## config.mk

```make
export PLATFORM = sky130hd
export DESIGN_NAME = tank_sprite_fetch_flat
export DESIGN_NICKNAME = d
export VERILOG_FILES = /design/src/rtl/tank_sprite_fetch_if.sv /design/src/rtl/tank_sprite_fetch.sv /design/src/flat_wrapper.sv
export SDC_FILE = /design/constraint.sdc
export NUM_CORES = 1
export LEC_CHECK = 0
export BUFFER_PORTS_ARGS = -buffer_cell sky130_fd_sc_hd__buf_4
export CAP_MARGIN = 20
export CORE_UTILIZATION = 50
export DETAILED_ROUTE_END_ITERATION = 8
export PLACE_DENSITY = 0.72
export SLEW_MARGIN = 10
export SYNTH_ARGS = -nofsm -noshare
export SYNTH_HDL_FRONTEND = slang
export SYNTH_SLANG_ARGS = --single-unit
export TNS_END_PERCENT = 100
```

## constraint.sdc

```tcl
create_clock -name clk -period 5.6 [get_ports clk]
set_clock_uncertainty 0.1 [all_clocks]
set_input_delay 0.28 -clock clk [delete_from_list [all_inputs] [get_ports clk]]
set_output_delay 0.28 -clock clk [all_outputs]
set_load 0.01 [all_outputs]
```

## src/rtl/tank_sprite_fetch_if.sv

```systemverilog
// Pixel request / aligned sprite-fetch response bundle for tank_sprite_fetch.
// master = pixel source and palette consumer, slave = the fetch pipeline.
interface tank_sprite_fetch_if #(
    parameter int unsigned NUM_TANKS = 4,
    parameter int unsigned X_W       = 10,
    parameter int unsigned Y_W       = 10
);
    localparam int unsigned IdxW = (NUM_TANKS > 1) ? $clog2(NUM_TANKS) : 1;

    logic            pix_valid;
    logic [X_W-1:0]  draw_x;
    logic [Y_W-1:0]  draw_y;
    logic [9:0]      rom_address;
    logic [1:0]      dir_sel;
    logic            enemy;
    logic            hit;
    logic [IdxW-1:0] hit_index;
    logic            out_valid;

    modport master (
        output pix_valid, draw_x, draw_y,
        input  rom_address, dir_sel, enemy, hit, hit_index, out_valid
    );

    modport slave (
        input  pix_valid, draw_x, draw_y,
        output rom_address, dir_sel, enemy, hit, hit_index, out_valid
    );
endinterface

```

## src/rtl/tank_sprite_fetch.sv

```systemverilog
// Per-pixel tank hit test against a frame-latched tank table, issuing sprite ROM addresses and
// sideband delayed to match ROM latency. Optional: SPRITE_OVERLAP_DETECT_EN (overlap flag).
module tank_sprite_fetch #(
    parameter int unsigned NUM_TANKS   = 4,
    parameter int unsigned ROM_LATENCY = 1,
    parameter int unsigned X_W         = 10,
    parameter int unsigned Y_W         = 10
) (
    input  logic                   clk,
    input  logic                   reset_n,
    input  logic                   frame_start,
    input  logic [NUM_TANKS*X_W-1:0] tank_x,
    input  logic [NUM_TANKS*Y_W-1:0] tank_y,
    input  logic [NUM_TANKS*2-1:0] tank_dir,
    input  logic [NUM_TANKS-1:0]   tank_enemy,
    input  logic [NUM_TANKS-1:0]   tank_alive,
    tank_sprite_fetch_if.slave     pix,
    output logic                   overlap_frame
);
    localparam int unsigned IdxW  = (NUM_TANKS > 1) ? $clog2(NUM_TANKS) : 1;
    localparam int unsigned Depth = ROM_LATENCY + 1;

    // Shadow tank table
    logic [X_W-1:0]       sh_x_q     [NUM_TANKS];
    logic [Y_W-1:0]       sh_y_q     [NUM_TANKS];
    logic [1:0]           sh_dir_q   [NUM_TANKS];
    logic [NUM_TANKS-1:0] sh_enemy_q;
    logic [NUM_TANKS-1:0] sh_alive_q;

    always_ff @(posedge clk) begin
        if (!reset_n) begin
            for (int unsigned i = 0; i < NUM_TANKS; i++) begin
                sh_x_q[i]   <= '0;
                sh_y_q[i]   <= '0;
                sh_dir_q[i] <= '0;
            end
            sh_enemy_q <= '0;
            sh_alive_q <= '0;
        end else if (frame_start) begin
            for (int unsigned i = 0; i < NUM_TANKS; i++) begin
                sh_x_q[i]   <= tank_x[i*X_W +: X_W];
                sh_y_q[i]   <= tank_y[i*Y_W +: Y_W];
                sh_dir_q[i] <= tank_dir[i*2 +: 2];
            end
            sh_enemy_q <= tank_enemy;
            sh_alive_q <= tank_alive;
        end
    end

    // Stage A: box test and priority select
    logic [NUM_TANKS-1:0] in_box;
    logic                 win_hit;
    logic [IdxW-1:0]      win_idx;
    logic [4:0]           sel_x;
    logic [4:0]           sel_y;
    logic [1:0]           sel_dir;
    logic                 sel_enemy;
    logic [X_W:0]         px_e;
    logic [Y_W:0]         py_e;
    logic [X_W:0]         bx_lo;
    logic [X_W:0]         bx_hi;
    logic [Y_W:0]         by_lo;
    logic [Y_W:0]         by_hi;

    always_comb begin
        in_box = '0;
        px_e   = {1'b0, pix.draw_x};
        py_e   = {1'b0, pix.draw_y};
        bx_lo  = '0;
        bx_hi  = '0;
        by_lo  = '0;
        by_hi  = '0;
        // Extra MSB keeps the upper bound from wrapping near the screen edge.
        for (int unsigned i = 0; i < NUM_TANKS; i++) begin
            bx_lo     = {1'b0, sh_x_q[i]};
            bx_hi     = bx_lo + (X_W+1)'(32);
            by_lo     = {1'b0, sh_y_q[i]};
            by_hi     = by_lo + (Y_W+1)'(32);
            in_box[i] = sh_alive_q[i] & pix.pix_valid
                      & (px_e >= bx_lo) & (px_e < bx_hi)
                      & (py_e >= by_lo) & (py_e < by_hi);
        end
    end

    always_comb begin
        win_hit   = 1'b0;
        win_idx   = '0;
        sel_x     = '0;
        sel_y     = '0;
        sel_dir   = '0;
        sel_enemy = 1'b0;
        // Walk downwards so the lowest-index hit is the last one written.
        for (int i = int'(NUM_TANKS) - 1; i >= 0; i--) begin
            if (in_box[i]) begin
                win_hit   = 1'b1;
                win_idx   = IdxW'(i);
                sel_x     = sh_x_q[i][4:0];
                sel_y     = sh_y_q[i][4:0];
                sel_dir   = sh_dir_q[i];
                sel_enemy = sh_enemy_q[i];
            end
        end
    end

    // Only the low 5 bits of the offset matter, so subtract on 5 bits.
    logic [4:0] off_x;
    logic [4:0] off_y;
    logic [9:0] rom_addr_d;
    logic [9:0] rom_addr_q;

    always_comb begin
        off_x      = pix.draw_x[4:0] - sel_x;
        off_y      = pix.draw_y[4:0] - sel_y;
        rom_addr_d = win_hit ? {off_y, off_x} : 10'd0;
    end

    // Stage B address register; holds through blanking.
    always_ff @(posedge clk) begin
        if (!reset_n) begin
            rom_addr_q <= '0;
        end else if (pix.pix_valid) begin
            rom_addr_q <= rom_addr_d;
        end
    end

    // Sideband delay line: entry 0 is stage B, last entry lines up with ROM data.
    logic [Depth-1:0] vld_q;
    logic [Depth-1:0] hit_q;
    logic [Depth-1:0] enemy_q;
    logic [1:0]       dir_q [Depth];
    logic [IdxW-1:0]  idx_q [Depth];

    always_ff @(posedge clk) begin
        if (!reset_n) begin
            vld_q   <= '0;
            hit_q   <= '0;
            enemy_q <= '0;
            for (int unsigned k = 0; k < Depth; k++) begin
                dir_q[k] <= '0;
                idx_q[k] <= '0;
            end
        end else begin
            vld_q[0]   <= pix.pix_valid;
            hit_q[0]   <= win_hit;
            enemy_q[0] <= sel_enemy;
            dir_q[0]   <= sel_dir;
            idx_q[0]   <= win_idx;
            for (int unsigned k = 1; k < Depth; k++) begin
                vld_q[k]   <= vld_q[k-1];
                hit_q[k]   <= hit_q[k-1];
                enemy_q[k] <= enemy_q[k-1];
                dir_q[k]   <= dir_q[k-1];
                idx_q[k]   <= idx_q[k-1];
            end
        end
    end

    assign pix.rom_address = rom_addr_q;
    assign pix.out_valid   = vld_q[Depth-1];
    assign pix.hit         = hit_q[Depth-1];
    assign pix.enemy       = enemy_q[Depth-1];
    assign pix.dir_sel     = dir_q[Depth-1];
    assign pix.hit_index   = idx_q[Depth-1];

`ifdef SPRITE_OVERLAP_DETECT_EN
    // x & (x-1) is non-zero exactly when two or more bits are set.
    logic multi_hit;
    logic sticky_q;
    logic overlap_q;

    assign multi_hit = |(in_box & (in_box - NUM_TANKS'(1)));

    always_ff @(posedge clk) begin
        if (!reset_n) begin
            sticky_q  <= 1'b0;
            overlap_q <= 1'b0;
        end else if (frame_start) begin
            overlap_q <= sticky_q | multi_hit;
            sticky_q  <= 1'b0;
        end else if (multi_hit) begin
            sticky_q  <= 1'b1;
        end
    end

    assign overlap_frame = overlap_q;
`else
    assign overlap_frame = 1'b0;
`endif

endmodule
```

## src/flat_wrapper.sv

```systemverilog
// flat-port wrapper written by rule: the top's interface ports become plain ports
module tank_sprite_fetch_flat 
#(
    parameter int unsigned NUM_TANKS   = 4,
    parameter int unsigned ROM_LATENCY = 1,
    parameter int unsigned X_W         = 10,
    parameter int unsigned Y_W         = 10
)
  (clk, reset_n, frame_start, tank_x, tank_y, tank_dir, tank_enemy, tank_alive, overlap_frame, pix_pix_valid, pix_draw_x, pix_draw_y, pix_rom_address, pix_dir_sel, pix_enemy, pix_hit, pix_hit_index, pix_out_valid);
  tank_sprite_fetch_if #(.NUM_TANKS(NUM_TANKS), .X_W(X_W), .Y_W(Y_W)) pix_i ();
  input  logic clk;
  input  logic reset_n;
  input  logic frame_start;
  input  logic [NUM_TANKS*X_W-1:0] tank_x;
  input  logic [NUM_TANKS*Y_W-1:0] tank_y;
  input  logic [NUM_TANKS*2-1:0] tank_dir;
  input  logic [NUM_TANKS-1:0] tank_enemy;
  input  logic [NUM_TANKS-1:0] tank_alive;
  output logic overlap_frame;
  input wire logic [$bits(pix_i.pix_valid)-1:0] pix_pix_valid;
  input wire logic [$bits(pix_i.draw_x)-1:0] pix_draw_x;
  input wire logic [$bits(pix_i.draw_y)-1:0] pix_draw_y;
  output wire logic [$bits(pix_i.rom_address)-1:0] pix_rom_address;
  output wire logic [$bits(pix_i.dir_sel)-1:0] pix_dir_sel;
  output wire logic [$bits(pix_i.enemy)-1:0] pix_enemy;
  output wire logic [$bits(pix_i.hit)-1:0] pix_hit;
  output wire logic [$bits(pix_i.hit_index)-1:0] pix_hit_index;
  output wire logic [$bits(pix_i.out_valid)-1:0] pix_out_valid;
  assign pix_i.pix_valid = pix_pix_valid;
  assign pix_i.draw_x = pix_draw_x;
  assign pix_i.draw_y = pix_draw_y;
  assign pix_rom_address = pix_i.rom_address;
  assign pix_dir_sel = pix_i.dir_sel;
  assign pix_enemy = pix_i.enemy;
  assign pix_hit = pix_i.hit;
  assign pix_hit_index = pix_i.hit_index;
  assign pix_out_valid = pix_i.out_valid;
  tank_sprite_fetch #(.NUM_TANKS(NUM_TANKS), .ROM_LATENCY(ROM_LATENCY), .X_W(X_W), .Y_W(Y_W)) u_core (.clk(clk), .reset_n(reset_n), .frame_start(frame_start), .tank_x(tank_x), .tank_y(tank_y), .tank_dir(tank_dir), .tank_enemy(tank_enemy), .tank_alive(tank_alive), .pix(pix_i), .overlap_frame(overlap_frame));
endmodule
```

; ---- Word level (Yosys, flattened, before mapping)
; Memory sizes are Yosys's and may differ from the RTL's.
; Cells that the tools add are included.
[word_totals]
output_inout_bits = 18
mem_count = 5
romBits = 0
ff_bits = 24
latchBits = 0
ram_bits = 96
[mem_list]
columns = memory, depth, width, rd, rd_ports_with_merged_regs, write_ports, line_no
row1 = u_core.sh_x_q, 4, 10, 4, 0, 4, tank_sprite_fetch.sv:24  ; logic [X_W-1:0] sh_x_q [NUM_TANKS];
row2 = u_core.sh_y_q, 4, 10, 4, 0, 4, tank_sprite_fetch.sv:25  ; logic [Y_W-1:0] sh_y_q [NUM_TANKS];
row3 = u_core.sh_dir_q, 4, 2, 4, 0, 4, tank_sprite_fetch.sv:26  ; logic [1:0] sh_dir_q [NUM_TANKS];
row4 = u_core.dir_q, 2, 2, 2, 0, 2, tank_sprite_fetch.sv:130  ; logic [1:0] dir_q [Depth];
row5 = u_core.idx_q, 2, 2, 2, 0, 2, tank_sprite_fetch.sv:131  ; logic [IdxW-1:0] idx_q [Depth];
[classes]
mul = 0
add_sub_neg = 10
n_lt_le_gt_ge = 16
div_mod_pow = 0
mux = 46
eq_ne = 0
reduce_logical = 0
bitwise = 36
shifts = 0
[op_table]
columns = op, n
row1 = 10-bit 2-to-1 mux, 9
row2 = 10-bit by 6-bit adder with 11-bit output (second input constant), 8
row3 = 10-bit by 11-bit < comparator with 1-bit output, 8
row4 = 10-bit greater-or-equal comparator, 8
row5 = 5-bit 2-to-1 mux, 8
row6 = 2-bit 2-to-1 mux, 16
row7 = 1-bit bitwise AND, 20
row8 = 1-bit OR, 16
row9 = 1-bit 2-to-1 mux, 13
row10 = 5-bit subtractor, 2

; ---- Longest topological paths before layout
; Gate-level depths: netlist of the first run.
; An unclocked memory read counts as a cell.
[logic_depth]
depth_word = 12
ltp_mapped = 24
depth_no_buf = 23

; ---- Least setup slack after synthesis of the first run
; OpenSTA, ideal clock, no wires.
[synth_timing]
path_kind = register -> register
startpoint = memory u_core.sh_x_q[2][5]
endpoint = register u_core.rom_addr_q[4], in the netlist u_core.pix.rom_address[4]
required_ns = 5.438
setup_ns = 0.062
arrival_ns = 4.287
synth_period_minus_slack_ns = 4.449
path_buffers = 1
setup_slack_ns = 1.151
path_stages_with_launch = 23
cell_sequence = edfxtp_1 > ha_1 > nand3_1 > xnor2_1 > ha_1 > a21oi_1 > nand2_1 > a221oi_2 > o21ai_1 > or4_4 > and2_4 > buf_6 > a221oi_1 > o31ai_1 > ha_1 > fa_1 > inv_1 > a21o_1 > a21oi_1 > xnor2_1 > nor4b_1 > mux2i_1 > nand3_1
[synth_rtl]
columns = item, line_no
row1 = start: declaration, tank_sprite_fetch.sv:24
row2 = end signal: assignment, tank_sprite_fetch.sv:122  ; rom_addr_q <= rom_addr_d;
row3 = end: declaration, tank_sprite_fetch.sv:109  ; logic [9:0] rom_addr_q;

==> results.cfg, run 1 <==
[sta]
slew_violations = 0
rsz0062_at_grt = no
worst_pin_slew_ps = 850
period_share = 0.864
hold_viol = 0
setup_viol_count_final = 0
finalSetupTns_ps = 0
slew-limit-headroom = 0.429
period_needed_ps = 4840
max_freq_ghz = 0.207
whs_ps = 9.07

[synth]
synth_seq_cells = 120
ys_types = 65
synth_mux_area_frac = 0.0115
yosys.area.top_type = edfxtp_1
postSynth.asyncResetShare = 0
synth_area_leaders = edfxtp_1, ha_1, dfxtp_1, and3_1, inv_1
synth_area_per_cell_um2 = 10.0
synth_top_family_by_area = adder cells
yosysTopAreaCellShare = 0.304
synth_xor_area_frac = 0.0302
synth_edf_count = 88
seq_area_frac_synth = 0.377
synth_compound_area_frac = 0.131
netlist_area_mm2 = 0.00870
synth_fa_ha_area_frac = 0.200
synthSimpleGateAreaFrac = 0.183
synth_warnings = 0
syn_inst = 869
ys.flop_type = edfxtp_1
syn-num-nets = 1127

[setup_path]
worst_setup_path_start_kind = flip-flop
critPathKind = reg -> reg
r2r_start = u_core.sh_x_q[2][5]$_SDFFCE_PN0P_
cp_max_fo = 11
reg2reg_to = u_core.pix.rom_address[4]$_SDFFE_PN0P_
worstRegToRegCells = 21
worstPathRequired_ps = 5880
cp.arrival_ps = 5110
r2r_slack_ps = 760
endpoint_kind = flip-flop

[clock_network]
post_cts_buffers = 0
path_clk_slew_ps = 60
clk_path_buf_depth = 2
postCtsHoldBufs = 0
cts_resized = 0
cts_tree = done
cts_buffers = 17
cts_sinks = 120
clk_latency_ps = 430
cts-root-buf = clkbuf_16
cts_max_level = 4

[detailed_routing]
vias = 6916
final_antenna_net_count = 0
drt_iter0_markers = 403
first_pass_iters = 5
wl_per_cell_um = 17.6
drc_errors = 0
drt_wl_total_mm = 21.5
viasPerCell = 5.66

[pwr]
p_leak_nw = 4.91
peakVddDrop_mv = 0.215
powerDensity_mw_per_mm2 = 258

[flow_run]
drv_cap = 0

[layout]
final_common_cell = buf_4
antennaDiodeCount = 0
n_fill_cell = 1373
syn2layout_area_growth_pct = 20.1
layout_common_cells = buf_4, ha_1, inv_1
layout.nets = 1247
drive_gt1_frac = 0.189

[global_route]
overflow = 0
grt_start_max_net_pins = 98
antenna_found_initial = 0
grt_pass1_wl_mm = 34.5
gr-usage-all-layers = 0.252
grt_pass1_vias = 6912

[hold_path]
worstHoldPathType = in -> reg
min_to = u_core.sh_alive_q[3]$_SDFFE_PN0P_
holdCritStartpoint = tank_alive[3]
hold_path_depth = 3

[status]
status = finished clean

[place]
place_congestion = 0.892
numPortBuffers = 136
dp_hpwl_mm = 15.8

[die]
rows = 47
dieArea_mm2 = 0.0179
coreArea_mm2 = 0.0168
die_w_um = 134
initial_utilization = 0.519
ios = 138
die_h_um = 134
## power breakdown
group / total, mW / leakage, nW / switching, mW / internal, mW
combinational: 0.518 / 3.41 / 0.271 / 0.246
sequential: 1.07 / 1.21 / 0.0512 / 1.02
clock: 1.10 / 0.292 / 0.460 / 0.642
total: 2.69 / 4.91 / 0.783 / 1.91
## Yosys cell counts (all sizes together), types with 4 or more instances
cell / instances
and3: 95
nor2b: 16
nand4: 4
a221oi: 9
a22oi: 6
o2111ai: 4
a21o: 23
buf: 11
o21ai: 20
dfxtp: 32
mux2i: 10
o22ai: 8
o21a: 5
nor3: 5
nor4: 8
edfxtp: 88
nor2: 25
nor4b: 6
and2: 19
inv: 104
nand2: 18
nand3: 38
a221o: 6
o211ai: 12
xnor2: 27
ha: 136
and4: 4
clkbuf: 28
a21oi: 43
a31oi: 4
a211oi: 4
nand2b: 17
## sequential cells by signal, summed over array words and instances, names as in the netlist, 4 cells and up
signal,cells
u_core.dir_q,4
u_core.sh_dir_q,8
u_core.idx_q,4
u_core.pix.rom_address,10
u_core.sh_x_q,40
u_core.sh_alive_q,4
u_core.sh_y_q,40
u_core.sh_enemy_q,4
## how the worst max path moves through the flow
stage | slack (ps) | startpoint | end | depth (start not counted)
after global placement | 1020 | u_core.sh_x_q[2][5]$_SDFFCE_PN0P_ | u_core.pix.rom_address[4]$_SDFFE_PN0P_ | 21
after CTS | 820 | u_core.sh_x_q[2][5]$_SDFFCE_PN0P_ | u_core.pix.rom_address[4]$_SDFFE_PN0P_ | 21
final | 760 | u_core.sh_x_q[2][5]$_SDFFCE_PN0P_ | u_core.pix.rom_address[4]$_SDFFE_PN0P_ | 21
after detailed placement | 850 | u_core.sh_x_q[2][5]$_SDFFCE_PN0P_ | u_core.pix.rom_address[4]$_SDFFE_PN0P_ | 21
after floorplan | 1150 | u_core.sh_x_q[2][5]$_SDFFCE_PN0P_ | u_core.pix.rom_address[4]$_SDFFE_PN0P_ | 22
after global routing | 460 | u_core.sh_x_q[3][7]$_SDFFCE_PN0P_ | u_core.pix.rom_address[4]$_SDFFE_PN0P_ | 20
## through the flow
| stage | total power, mW | util | worst slack, ps | cells | cell area (µm²) |
|---|---|---|---|---|---|
| after CTS | 2.70 | 0.622 | 824 | 1221 | 10400 |
| after floorplan | 1.40 | - | 1150 | 869 | 8700 |
| final | 2.69 | 0.623 | 763 | 1222 | 10400 |
| after global placement | 1.59 | 0.587 | 1020 | 1189 | 9830 |
| after detailed placement | 1.60 | 0.587 | 850 | 1189 | 9830 |
| after global routing | 2.82 | 0.623 | 458 | 1222 | 10400 |
## kinds of logic after synthesis
logic type,after synthesis
and+or+nand+nor,265
AOI/OAI and AO/OA,162
buffers and inverters,143
adders and majority gates,138
DFF,120
xor gates and xnor gates,30
muxes,10
other,1
## layout make-up
class	instances	area, µm²	share of cell area
sequential	120	3280	0.314
tap	220	275	0.0264
clock buffer	18	439	0.0421
timing repair buffer	140	1060	0.102
multi-input combinational	606	4840	0.464
inverter	104	390	0.0374
clock inverter	14	150	0.0144
## metal layers
layer,vias to the layer above,global-route usage,routed length [µm]
met3,36,0.0556,1080
met1,3269,0.316,9490
met4,0,0.0890,451
li1,3415,-,-
met5,-,0,0
met2,196,0.427,10500
## critical path: stages, from the launching register on
cell and delay, ps:
edfxtp_1 460, ha_1 270, nand3_1 110, xnor2_1 140, ha_1 280, a21oi_1 150
nand2_1 100, a221oi_2 280, o21ai_1 160, or4_4 570, and2_4 230, a221oi_1 250
o31ai_1 110, ha_1 230, fa_1 410, inv_1 70, a21o_1 100, a21oi_1 70
xnor2_1 160, nor4b_1 330, mux2i_1 120, nand3_1 90
(Power assumes the default switching activity.)
==> run 2: changes to the inputs <==
Settings changed: ABC_AREA from default to 1, CTS_CLUSTER_DIAMETER from default to 30, PLACE_DENSITY 0.72 to 0.8.
==> results.cfg, run 2 <==
[layout]
fin_area_mm2 = 0.0109
layoutNonFillerInstCount = 1533
syn2layout_area_growth_pct = 20.1
antennaDiodeCount = 0
layout_common_cells = inv_1, nand2_1, nor2_1
final_common_cell = inv_1
drive_gt1_frac = 0.153
layout.nets = 1553

[clock_network]
clk_latency_ps = 430
postCtsHoldBufs = 3
clk_path_buf_depth = 2
cts_max_level = 4
cts_tree = done
cts_resized = 0
cts-root-buf = clkbuf_16
cts_buffers = 17
post_cts_buffers = 0
path_clk_slew_ps = 60
cts_sinks = 120

[pwr]
p_sw_frac = 0.300
cellInternalPower_mw = 1.93
p_leak_nw = 5.66
peakVddDrop_mv = 0.239
powerDensity_mw_per_mm2 = 253
power_frac_comb = 0.207
net-switching-power_uw = 827
p_seq_frac = 0.387
pwr-share-clk = 0.406

[synth]
yosysTopAreaCellShare = 0.291
seq_area_frac_synth = 0.362
synth_warnings = 0
synth_commonest_cells = inv_1, nand2_1, nor2_1
yosys.area.top_type = edfxtp_1
synth_area_leaders = edfxtp_1, ha_1, inv_1, nand2_1, dfxtp_1
ys_types = 45
ys.flop_type = edfxtp_1
syn_inst = 1158
synth_seq_cells = 120
yosysMostFrequentCell = inv_1
syn-num-nets = 1416
synth_edf_count = 88
netlist_area_mm2 = 0.00908
synth_area_per_cell_um2 = 7.84
postSynth.asyncResetShare = 0

[setup_path]
crit_top_cell = nand2_1
cp_max_fo = 20
crit_buf_inv = 1
cp.arrival_ps = 4840
cpMaxStageDelayCell = nand3_1
worstPathRequired_ps = 5870
critPathMaxStageDelay_ps = 620
worst_setup_path_start_kind = flip-flop
critPathKind = reg -> reg
crit_chain = ha_1 -> nand3_1 -> xor2_1 -> ha_1 -> a21boi_1 -> nand2_1 -> nor2_1 -> nor2_1 -> nand2_1 -> nor2_1 -> nand3_1 -> nand2_2 -> o221ai_1 -> fa_1 -> nand2_1 -> nand2_1 -> a21o_1 -> xnor2_1 -> inv_1 -> nand3_1 -> nand3_2 -> a21oi_2
cp_top_family = simple AND/OR/NAND/NOR gates
endpoint_kind = flip-flop

[place]
place_congestion = 0.900
numPortBuffers = 136
placedCellCount = 1498
placed_area_mm2 = 0.0103
dp_hpwl_mm = 16.6

[detailed_routing]
vias = 7818
viasPerCell = 5.10
drt_iter0_markers = 454
drc_errors = 0
wl_per_cell_um = 14.1
first_pass_iters = 5
final_antenna_net_count = 0
drt_wl_total_mm = 21.7

[sta]
whs_ps = 15.5
setup_viol_count_final = 0
slew-limit-headroom = 0.448
finalSetupTns_ps = 0
rsz0062_at_grt = no
period_needed_ps = 4570
max_freq_ghz = 0.219
hold_viol = 0
worst_pin_slew_ps = 825
period_share = 0.817
slew_violations = 0

[global_route]
grt_start_max_net_pins = 58
grt_pass1_vias = 7772
grt_pass1_wl_mm = 35.5
gr-usage-all-layers = 0.248
antenna_found_initial = 0
overflow = 0

[status]
status = finished clean

[flow_run]
drv_cap = 0

[die]
die_w_um = 137
rows = 48
dieArea_mm2 = 0.0187
die_h_um = 137
ios = 138
coreArea_mm2 = 0.0175
initial_utilization = 0.518

[hold_path]
worstHoldPathType = in -> reg
run 2: cell count changes after synthesis, moves of 12 or more:
cell	previous run	this run
inv_1	103	247
a21oi_1	43	63
xor2_1	3	16
nor2_1	25	150
nor2b_1	16	0
clkbuf_1	28	15
and2_1	18	1
a21o_1	23	11
nand2b_1	17	0
xnor2_1	27	10
nand2_1	18	191
nand3_1	37	66
and3_1	95	1
run 2: metrics by stage:
step / power, mW / setup slack [ps] / utilization
floorplan: 1.45 / 1810 / -
global placement: 1.63 / 1350 / 0.586
detailed placement: 1.65 / 1120 / 0.586
CTS: 2.77 / 1090 / 0.622
global route: 2.90 / 698 / 0.622
finish: 2.76 / 1030 / 0.622
run 2: final timing paths:
check	from	end	slack, ps	cells after the start
setup / recovery	u_core.sh_x_q[0][5]$_SDFFCE_PN0P_	u_core.pix.rom_address[9]$_SDFFE_PN0P_	1030	22
hold / removal	tank_enemy[2]	u_core.sh_enemy_q[2]$_SDFFE_PN0P_	20	3
setup reg to reg	u_core.sh_x_q[0][5]$_SDFFCE_PN0P_	u_core.pix.rom_address[9]$_SDFFE_PN0P_	1030	22
hold reg to reg	u_core.dir_q[0][0]$_SDFF_PN0_	u_core.dir_q[0][2]$_SDFF_PN0_	320	2
run 2: power by group through the flow:
stage | Clock [mW] | Combinational [mW] | Sequential, mW
6_report | 1.12 | 0.572 | 1.07
5_1_grt | 1.17 | 0.660 | 1.07
4_1_cts | 1.13 | 0.572 | 1.07
3_5_place_dp | 0 | 0.564 | 1.08
3_3_place_gp | 0 | 0.546 | 1.08
2_1_floorplan | 0 | 0.380 | 1.07
run 2: kinds of logic after synthesis:
family | synth area share
flip-flops | 0.362
XOR/XNOR | 0.0251
other | 0.000413
AO/OA/AOI/OAI | 0.0919
buffers and inverters | 0.121
adder cells (fa/ha/maj) | 0.192
AND/OR/NAND/NOR | 0.208
run 2: worst min-delay path: stages:
cell and delay, ps:
buf_4 80, nand3_1 80, o21ai_0 70
run 2: final cells by class:
| class | count | area (µm²) |
|---|---|---|
| repair buffers | 141 | 1070 |
| inverters | 260 | 976 |
| well taps | 225 | 282 |
| flip-flops and latches | 120 | 3280 |
| clock buffers | 17 | 425 |
| fillers | 1504 | 6640 |
| clock inverters | 15 | 165 |
| multi-input cells | 755 | 4700 |
run 2: per-layer routing:
layer	wire length (µm)	GRT usage	share of wire	vias up
met4	708	0.115	0.033	0
li1	-	-	-	3987
met5	0	0	0	-
met3	1400	0.0500	0.065	54
met2	10500	0.430	0.48	255
met1	9080	0.292	0.42	3522
